<file path="src/rtl/uc_pkg.sv">
// Shared encodings for the multicycle RV32I control unit: FSM states, opcodes
// and the datapath select/operation codes driven by uc_multiciclo.
package uc_pkg;

   typedef enum logic [3:0] {
      S_RESET  = 4'd0,
      S_FETCH  = 4'd1,
      S_DECODE = 4'd2,
      S_EXEC_R = 4'd3,
      S_EXEC_I = 4'd4,
      S_ADDR   = 4'd5,
      S_MEM_RD = 4'd6,
      S_MEM_WR = 4'd7,
      S_WB_ALU = 4'd8,
      S_WB_MEM = 4'd9,
      S_BRANCH = 4'd10,
      S_JAL    = 4'd11,
      S_JALR   = 4'd12,
      S_LUI    = 4'd13,
      S_TRAP   = 4'd14
   } state_t;

   localparam logic [6:0] OP_R      = 7'h33;
   localparam logic [6:0] OP_I      = 7'h13;
   localparam logic [6:0] OP_LOAD   = 7'h03;
   localparam logic [6:0] OP_STORE  = 7'h23;
   localparam logic [6:0] OP_BRANCH = 7'h63;
   localparam logic [6:0] OP_JAL    = 7'h6F;
   localparam logic [6:0] OP_JALR   = 7'h67;
   localparam logic [6:0] OP_LUI    = 7'h37;

   localparam logic [1:0] ASRC_PC    = 2'b00;
   localparam logic [1:0] ASRC_RS1   = 2'b01;
   localparam logic [1:0] ASRC_OLDPC = 2'b10;

   localparam logic [1:0] BSRC_RS2  = 2'b00;
   localparam logic [1:0] BSRC_FOUR = 2'b01;
   localparam logic [1:0] BSRC_IMM  = 2'b10;

   localparam logic [1:0] ALU_ADD   = 2'b00;
   localparam logic [1:0] ALU_SUB   = 2'b01;
   localparam logic [1:0] ALU_RTYPE = 2'b10;
   localparam logic [1:0] ALU_ITYPE = 2'b11;

   localparam logic [2:0] IMM_I = 3'b000;
   localparam logic [2:0] IMM_S = 3'b001;
   localparam logic [2:0] IMM_B = 3'b010;
   localparam logic [2:0] IMM_U = 3'b011;
   localparam logic [2:0] IMM_J = 3'b100;

   localparam logic [1:0] WB_ALUOUT = 2'b00;
   localparam logic [1:0] WB_MDR    = 2'b01;
   localparam logic [1:0] WB_PC4    = 2'b10;
   localparam logic [1:0] WB_IMM    = 2'b11;

   localparam logic [2:0] F3_BEQ = 3'b000;
   localparam logic [2:0] F3_BNE = 3'b001;

endpackage

</file>
<file path="src/rtl/uc_mem_timer.sv">
// Memory wait-state counter: counts stalled request cycles and flags a timeout
// when the limit is reached with the access still not ready.
module uc_mem_timer #(
   parameter int unsigned MEM_TIMEOUT = 16
) (
   input  logic clk,
   input  logic rst,
   input  logic active,
   input  logic ready,
   output logic timeout
);

   localparam int unsigned CW = (MEM_TIMEOUT > 0) ? $clog2(MEM_TIMEOUT + 1) : 1;
   localparam logic [CW-1:0] LIMIT = CW'(MEM_TIMEOUT);

   logic [CW-1:0] count;

   // Saturates at LIMIT so a disabled timeout (limit 0) never wraps.
   always_ff @(posedge clk or posedge rst) begin
      if (rst)
         count <= '0;
      else if (!active || ready)
         count <= '0;
      else if (count != LIMIT)
         count <= count + 1'b1;
   end

   assign timeout = (MEM_TIMEOUT != 0) && active && !ready && (count == LIMIT);

endmodule

</file>
<file path="src/rtl/uc_multiciclo.sv">
// Multicycle RV32I control unit: Moore FSM over FETCH/DECODE/EXECUTE/MEM/WB
// with memory timeout and sticky trap for illegal opcodes and bus errors.
module uc_multiciclo
   import uc_pkg::*;
#(
   parameter int unsigned OPCODE_W        = 7,
   parameter int unsigned MEM_TIMEOUT     = 16,
   parameter bit          TRAP_ON_ILLEGAL = 1'b1
) (
   input  logic                clk,
   input  logic                rst,
   input  logic [OPCODE_W-1:0] opcode,
   input  logic [2:0]          funct3,
   input  logic                zero,
   input  logic                mem_ready,
   output logic                pc_write,
   output logic                ir_write,
   output logic                mem_req,
   output logic                mem_we,
   output logic                mem_addr_sel,
   output logic                reg_write,
   output logic [1:0]          alu_src_a,
   output logic [1:0]          alu_src_b,
   output logic [1:0]          alu_op,
   output logic [2:0]          imm_sel,
   output logic [1:0]          wb_sel,
   output logic                pc_src,
   output logic                trap,
   output logic                bus_err,
   output logic [3:0]          state_dbg
);

   state_t     state, state_next;
   logic       timeout;
   logic [6:0] op7;

   assign op7       = 7'(opcode);
   assign state_dbg = state;

   uc_mem_timer #(.MEM_TIMEOUT(MEM_TIMEOUT)) u_timer (
      .clk     (clk),
      .rst     (rst),
      .active  (mem_req),
      .ready   (mem_ready),
      .timeout (timeout)
   );

   always_ff @(posedge clk or posedge rst) begin
      if (rst) begin
         state   <= S_RESET;
         trap    <= 1'b0;
         bus_err <= 1'b0;
      end else begin
         state <= state_next;
         if (state_next == S_TRAP && state != S_TRAP)
            trap <= 1'b1;
         if (timeout)
            bus_err <= 1'b1;
      end
   end

   always_comb begin
      state_next   = state;
      pc_write     = 1'b0;
      ir_write     = 1'b0;
      mem_req      = 1'b0;
      mem_we       = 1'b0;
      mem_addr_sel = 1'b0;
      reg_write    = 1'b0;
      alu_src_a    = ASRC_PC;
      alu_src_b    = BSRC_RS2;
      alu_op       = ALU_ADD;
      imm_sel      = IMM_I;
      wb_sel       = WB_ALUOUT;
      pc_src       = 1'b0;

      case (state)
         S_RESET: state_next = S_FETCH;

         S_FETCH: begin
            mem_req = 1'b1;
            if (mem_ready) begin
               ir_write   = 1'b1;
               pc_write   = 1'b1;
               alu_src_a  = ASRC_PC;
               alu_src_b  = BSRC_FOUR;
               state_next = S_DECODE;
            end else if (timeout) begin
               state_next = S_TRAP;
            end
         end

         S_DECODE: begin
            alu_src_a = ASRC_OLDPC;
            alu_src_b = BSRC_IMM;
            imm_sel   = IMM_B;
            case (op7)
               OP_R:               state_next = S_EXEC_R;
               OP_I:               state_next = S_EXEC_I;
               OP_LOAD, OP_STORE:  state_next = S_ADDR;
               OP_BRANCH:          state_next = S_BRANCH;
               OP_JAL:             state_next = S_JAL;
               OP_JALR:            state_next = S_JALR;
               OP_LUI:             state_next = S_LUI;
               default:            state_next = TRAP_ON_ILLEGAL ? S_TRAP : S_FETCH;
            endcase
         end

         S_EXEC_R: begin
            alu_src_a  = ASRC_RS1;
            alu_src_b  = BSRC_RS2;
            alu_op     = ALU_RTYPE;
            state_next = S_WB_ALU;
         end

         S_EXEC_I: begin
            alu_src_a  = ASRC_RS1;
            alu_src_b  = BSRC_IMM;
            imm_sel    = IMM_I;
            alu_op     = ALU_ITYPE;
            state_next = S_WB_ALU;
         end

         S_ADDR: begin
            alu_src_a = ASRC_RS1;
            alu_src_b = BSRC_IMM;
            if (op7 == OP_STORE) begin
               imm_sel    = IMM_S;
               state_next = S_MEM_WR;
            end else begin
               imm_sel    = IMM_I;
               state_next = S_MEM_RD;
            end
         end

         S_MEM_RD: begin
            mem_req      = 1'b1;
            mem_addr_sel = 1'b1;
            if (mem_ready)    state_next = S_WB_MEM;
            else if (timeout) state_next = S_TRAP;
         end

         S_MEM_WR: begin
            mem_req      = 1'b1;
            mem_we       = 1'b1;
            mem_addr_sel = 1'b1;
            if (mem_ready)    state_next = S_FETCH;
            else if (timeout) state_next = S_TRAP;
         end

         S_WB_ALU: begin
            reg_write  = 1'b1;
            wb_sel     = WB_ALUOUT;
            state_next = S_FETCH;
         end

         S_WB_MEM: begin
            reg_write  = 1'b1;
            wb_sel     = WB_MDR;
            state_next = S_FETCH;
         end

         S_BRANCH: begin
            alu_src_a  = ASRC_RS1;
            alu_src_b  = BSRC_RS2;
            alu_op     = ALU_SUB;
            pc_src     = 1'b1;
            pc_write   = (funct3 == F3_BEQ) ? zero :
                         (funct3 == F3_BNE) ? !zero : 1'b0;
            state_next = S_FETCH;
         end

         S_JAL: begin
            imm_sel    = IMM_J;
            alu_src_a  = ASRC_OLDPC;
            alu_src_b  = BSRC_IMM;
            pc_write   = 1'b1;
            reg_write  = 1'b1;
            wb_sel     = WB_PC4;
            state_next = S_FETCH;
         end

         S_JALR: begin
            imm_sel    = IMM_I;
            alu_src_a  = ASRC_RS1;
            alu_src_b  = BSRC_IMM;
            pc_write   = 1'b1;
            reg_write  = 1'b1;
            wb_sel     = WB_PC4;
            state_next = S_FETCH;
         end

         S_LUI: begin
            imm_sel    = IMM_U;
            reg_write  = 1'b1;
            wb_sel     = WB_IMM;
            state_next = S_FETCH;
         end

         S_TRAP:  state_next = S_TRAP;

         default: state_next = S_RESET;
      endcase
   end

endmodule

</file>
<file path="config.mk">
export PLATFORM = sky130hd
export DESIGN_NAME = uc_multiciclo
export DESIGN_NICKNAME = d
export VERILOG_FILES = /design/src/rtl/uc_pkg.sv /design/src/rtl/uc_mem_timer.sv /design/src/rtl/uc_multiciclo.sv
export SDC_FILE = /design/constraint.sdc
export NUM_CORES = 1
export LEC_CHECK = 0
export ABC_AREA = 1
export CORE_MARGIN = 1.5
export CORE_UTILIZATION = 35
export CTS_BUF_LIST = sky130_fd_sc_hd__clkbuf_8 sky130_fd_sc_hd__clkbuf_16
export CTS_CLUSTER_DIAMETER = 60
export DETAILED_ROUTE_END_ITERATION = 8
export DONT_BUFFER_PORTS = 1
export PLACE_DENSITY_LB_ADDON = 0.08
export SLEW_MARGIN = 40
export SYNTH_ARGS = -nofsm -noshare
export SYNTH_HDL_FRONTEND = slang
export SYNTH_SLANG_ARGS = --single-unit
</file>
<file path="constraint.sdc">
create_clock -name clk -period 1.83 [get_ports clk]
set_clock_uncertainty 0.05 [all_clocks]
set_input_delay 0.366 -clock clk [delete_from_list [all_inputs] [get_ports clk]]
set_output_delay 0.366 -clock clk [all_outputs]
set_load 0.005 [all_outputs]
</file>
==> flow_summary.yaml <==
power_and_ir_drop:
  power.leakage_nw: 0.582
  power_mw: 1.25
  peakVddDrop_uv: 736
  p_per_area_nw_per_um2: 1160
synthesis:
  ys.flop_type: "dfrtp_1"
  synth_edf_count: 0
  ys_ff_latch: 11
  synth_area_um2: 973
  syn-num-nets: 159
  yosysSeqAreaShare_pct: 28.3
  post_synth.cell_area_avg_um2: 6.81
  syn_inst: 143
  synth.distinct_cells: 30
  yosysWarningCount: 0
  async_flop_share_pct: 100
grt:
  busiest_layer: "met2"
  grt_max_degree: 12
  grtUsageMet3_pct: 5.12
  first_global_vias: 863
  overflow: 0
  grtUsageTotal_pct: 14.7
  grt_pass1_wl_um: 3760
  antenna_found_initial: 0
  grt_use_met2_pct: 23.1
  grt_use_met1_pct: 19.5
critical_path:
  arrival_ns: 1.33
  crit_type: "register to primary output"
  end_kind: "primary output"
  required_ns: 1.41
  start_kind: "register"
  path_max_fanout: 11
cells_and_area:
  final_cell_mix: "nand2_1 (34), inv_1 (24), nand3_1 (13)"
  final_nets: 164
  drive_above_1_share_pct: 21.8
  diodes: 0
  fillerInstances: 283
  final_common_cell: "nand2_1"
  syn_to_final_growth_pct: 11.3
floorplan:
  die_w_um: 55.7
  die_area_um2: 3110
  coreArea_um2: 2540
  num_rows: 18
  start_util_pct: 38.2
  io_pins: 38
  fp.dieH_um: 55.7
routing:
  post_drt_wl_per_cell_um: 12.2
  totalWireLength_um: 2170
  drc: 0
  dr.pass1.iters: 4
  vias_per_cell: 5.11
  drtIter0Drc: 17
  num_vias: 904
  final_antenna_net_count: 0
place:
  gp_congestion: 0.801
  place_ws_ns: 0.179
  dp_hpwl_um: 1790
  io_buffers: 0
timing:
  fmaxAchievable_mhz: 573
  final_max_slew_viol_count: 0
  relSlewSlack_pct: 71.7
  tightestPinTransition_ns: 0.423
  setup_tns_ns: 0
  min_period_ns: 1.75
  setup_slack_ns: 0.0835
  whs_ns: 0.333
  rsz0062_at_grt: "false"
  hold_viol_final: 0
  setup_viol: 0
  post-route-period-util_pct: 95.4
cts:
  cts_buffers: 3
  clk_latency_ns: 0.24
  ctsLongestPathBuffers: 2
  tritoncts: "built"
  clock-sinks: 11
  clkTransAtPathRegs_ns: 0.05
  cts_root_buf: "clkbuf_8"
  htreeDepth: 1
status:
  status: "finished, final reports clean"
min_path:
  hold_path_class: "input pin to register"
flow_run:
  cap_violations: 0
## critical path, stage by stage (launching register included)
cell and delay [ns]:
dfrtp_2 0.50, nor2_4 0.19, nand2_2 0.09, nor2_4 0.17, nand3b_1 0.15
## stage by stage
stage / instance area (um2) / util (%) / std cells
floorplan: 973 / - / 143
global placement: 996 / 39.1 / 172
detailed placement: 996 / 39.1 / 172
CTS: 1060 / 41.8 / 177
global route: 1080 / 42.6 / 177
finish: 1080 / 42.6 / 177
## layout make-up
| cell class | instances | area, um2 | area share, % |
|---|---|---|---|
| repair buffers | 3 | 25.0 | 2.31 |
| flip-flops and latches | 11 | 280 | 25.9 |
| multi-input cells | 102 | 592 | 54.6 |
| clock inverters | 1 | 3.75 | 0.346 |
| inverters | 27 | 104 | 9.58 |
| clock buffers | 3 | 41.3 | 3.81 |
| well taps | 30 | 37.5 | 3.46 |
## layer usage
metal	vias up	wire [um]
met1	414	1030
met4	0	0
met5	-	0
met2	27	983
met3	0	155
li1	463	-
## logic make-up (layout without fill, tap and decap cells)
family                   count (synthesis)  after routing  synth area share (%)
XOR/XNOR                                 4              4                  3.60
adder cells (fa/ha/maj)                  2              2                  2.57
AND/OR/NAND/NOR                         86             86                  45.4
flip-flops                              11             11                  28.3
AO/OA/AOI/OAI                           10             10                  6.68
buffers and inverters                   30             34                  13.5
## sequential cells by signal, summed over array words and instances, names as in the netlist
register and count:
trap 1, u_timer.count 5, bus_err 1, state_dbg 4
## power breakdown
part	internal (mW)	leakage, nW	total (mW)	switching [mW]
Sequential	0.300	0.137	0.418	0.118
Combinational	0.208	0.418	0.602	0.394
Clock	0.147	0.0269	0.233	0.0861
## final timing paths
path	slack, ns	cells after the start	start	endpoint
worst max-delay path	0.08	4	state_dbg[1]$_DFF_PP0_	pc_write
worst min-delay path	0.33	2	mem_ready	state_dbg[0]$_DFF_PP0_
worst max register to register	0.35	7	state_dbg[3]$_DFF_PP0_	trap$_DFFE_PP0P_
worst min register to register	0.44	2	trap$_DFFE_PP0P_	trap$_DFFE_PP0P_
max in group asynchronous	0.90	2	rst	state_dbg[1]$_DFF_PP0_
min in group asynchronous	0.51	2	rst	trap$_DFFE_PP0P_
## repair_timing
item,in CTS,in global routing
endpoints found under the hold margin,11,0
buffers inserted,0,0
resized for setup,6,5
hold buffers,1,0
endpoints found under the setup margin,8,8
## cell usage after synthesis, types with 2 or more instances
cell type,count,area share [%]
nand2_1,34,13
inv_1,23,8.9
nor2_1,14,5.4
nand3_1,13,6.7
dfrtp_1,11,28
nand4_1,5,3.2
a21oi_1,4,2.1
inv_2,4,1.5
nand2_2,3,1.9
nand3_2,3,3.1
nor2_4,3,3.5
nor3_1,3,1.5
xor2_1,3,2.7
buf_6,2,2.3
ha_1,2,2.6
nor2_2,2,1.3
Power figures use the tool's default switching activity.
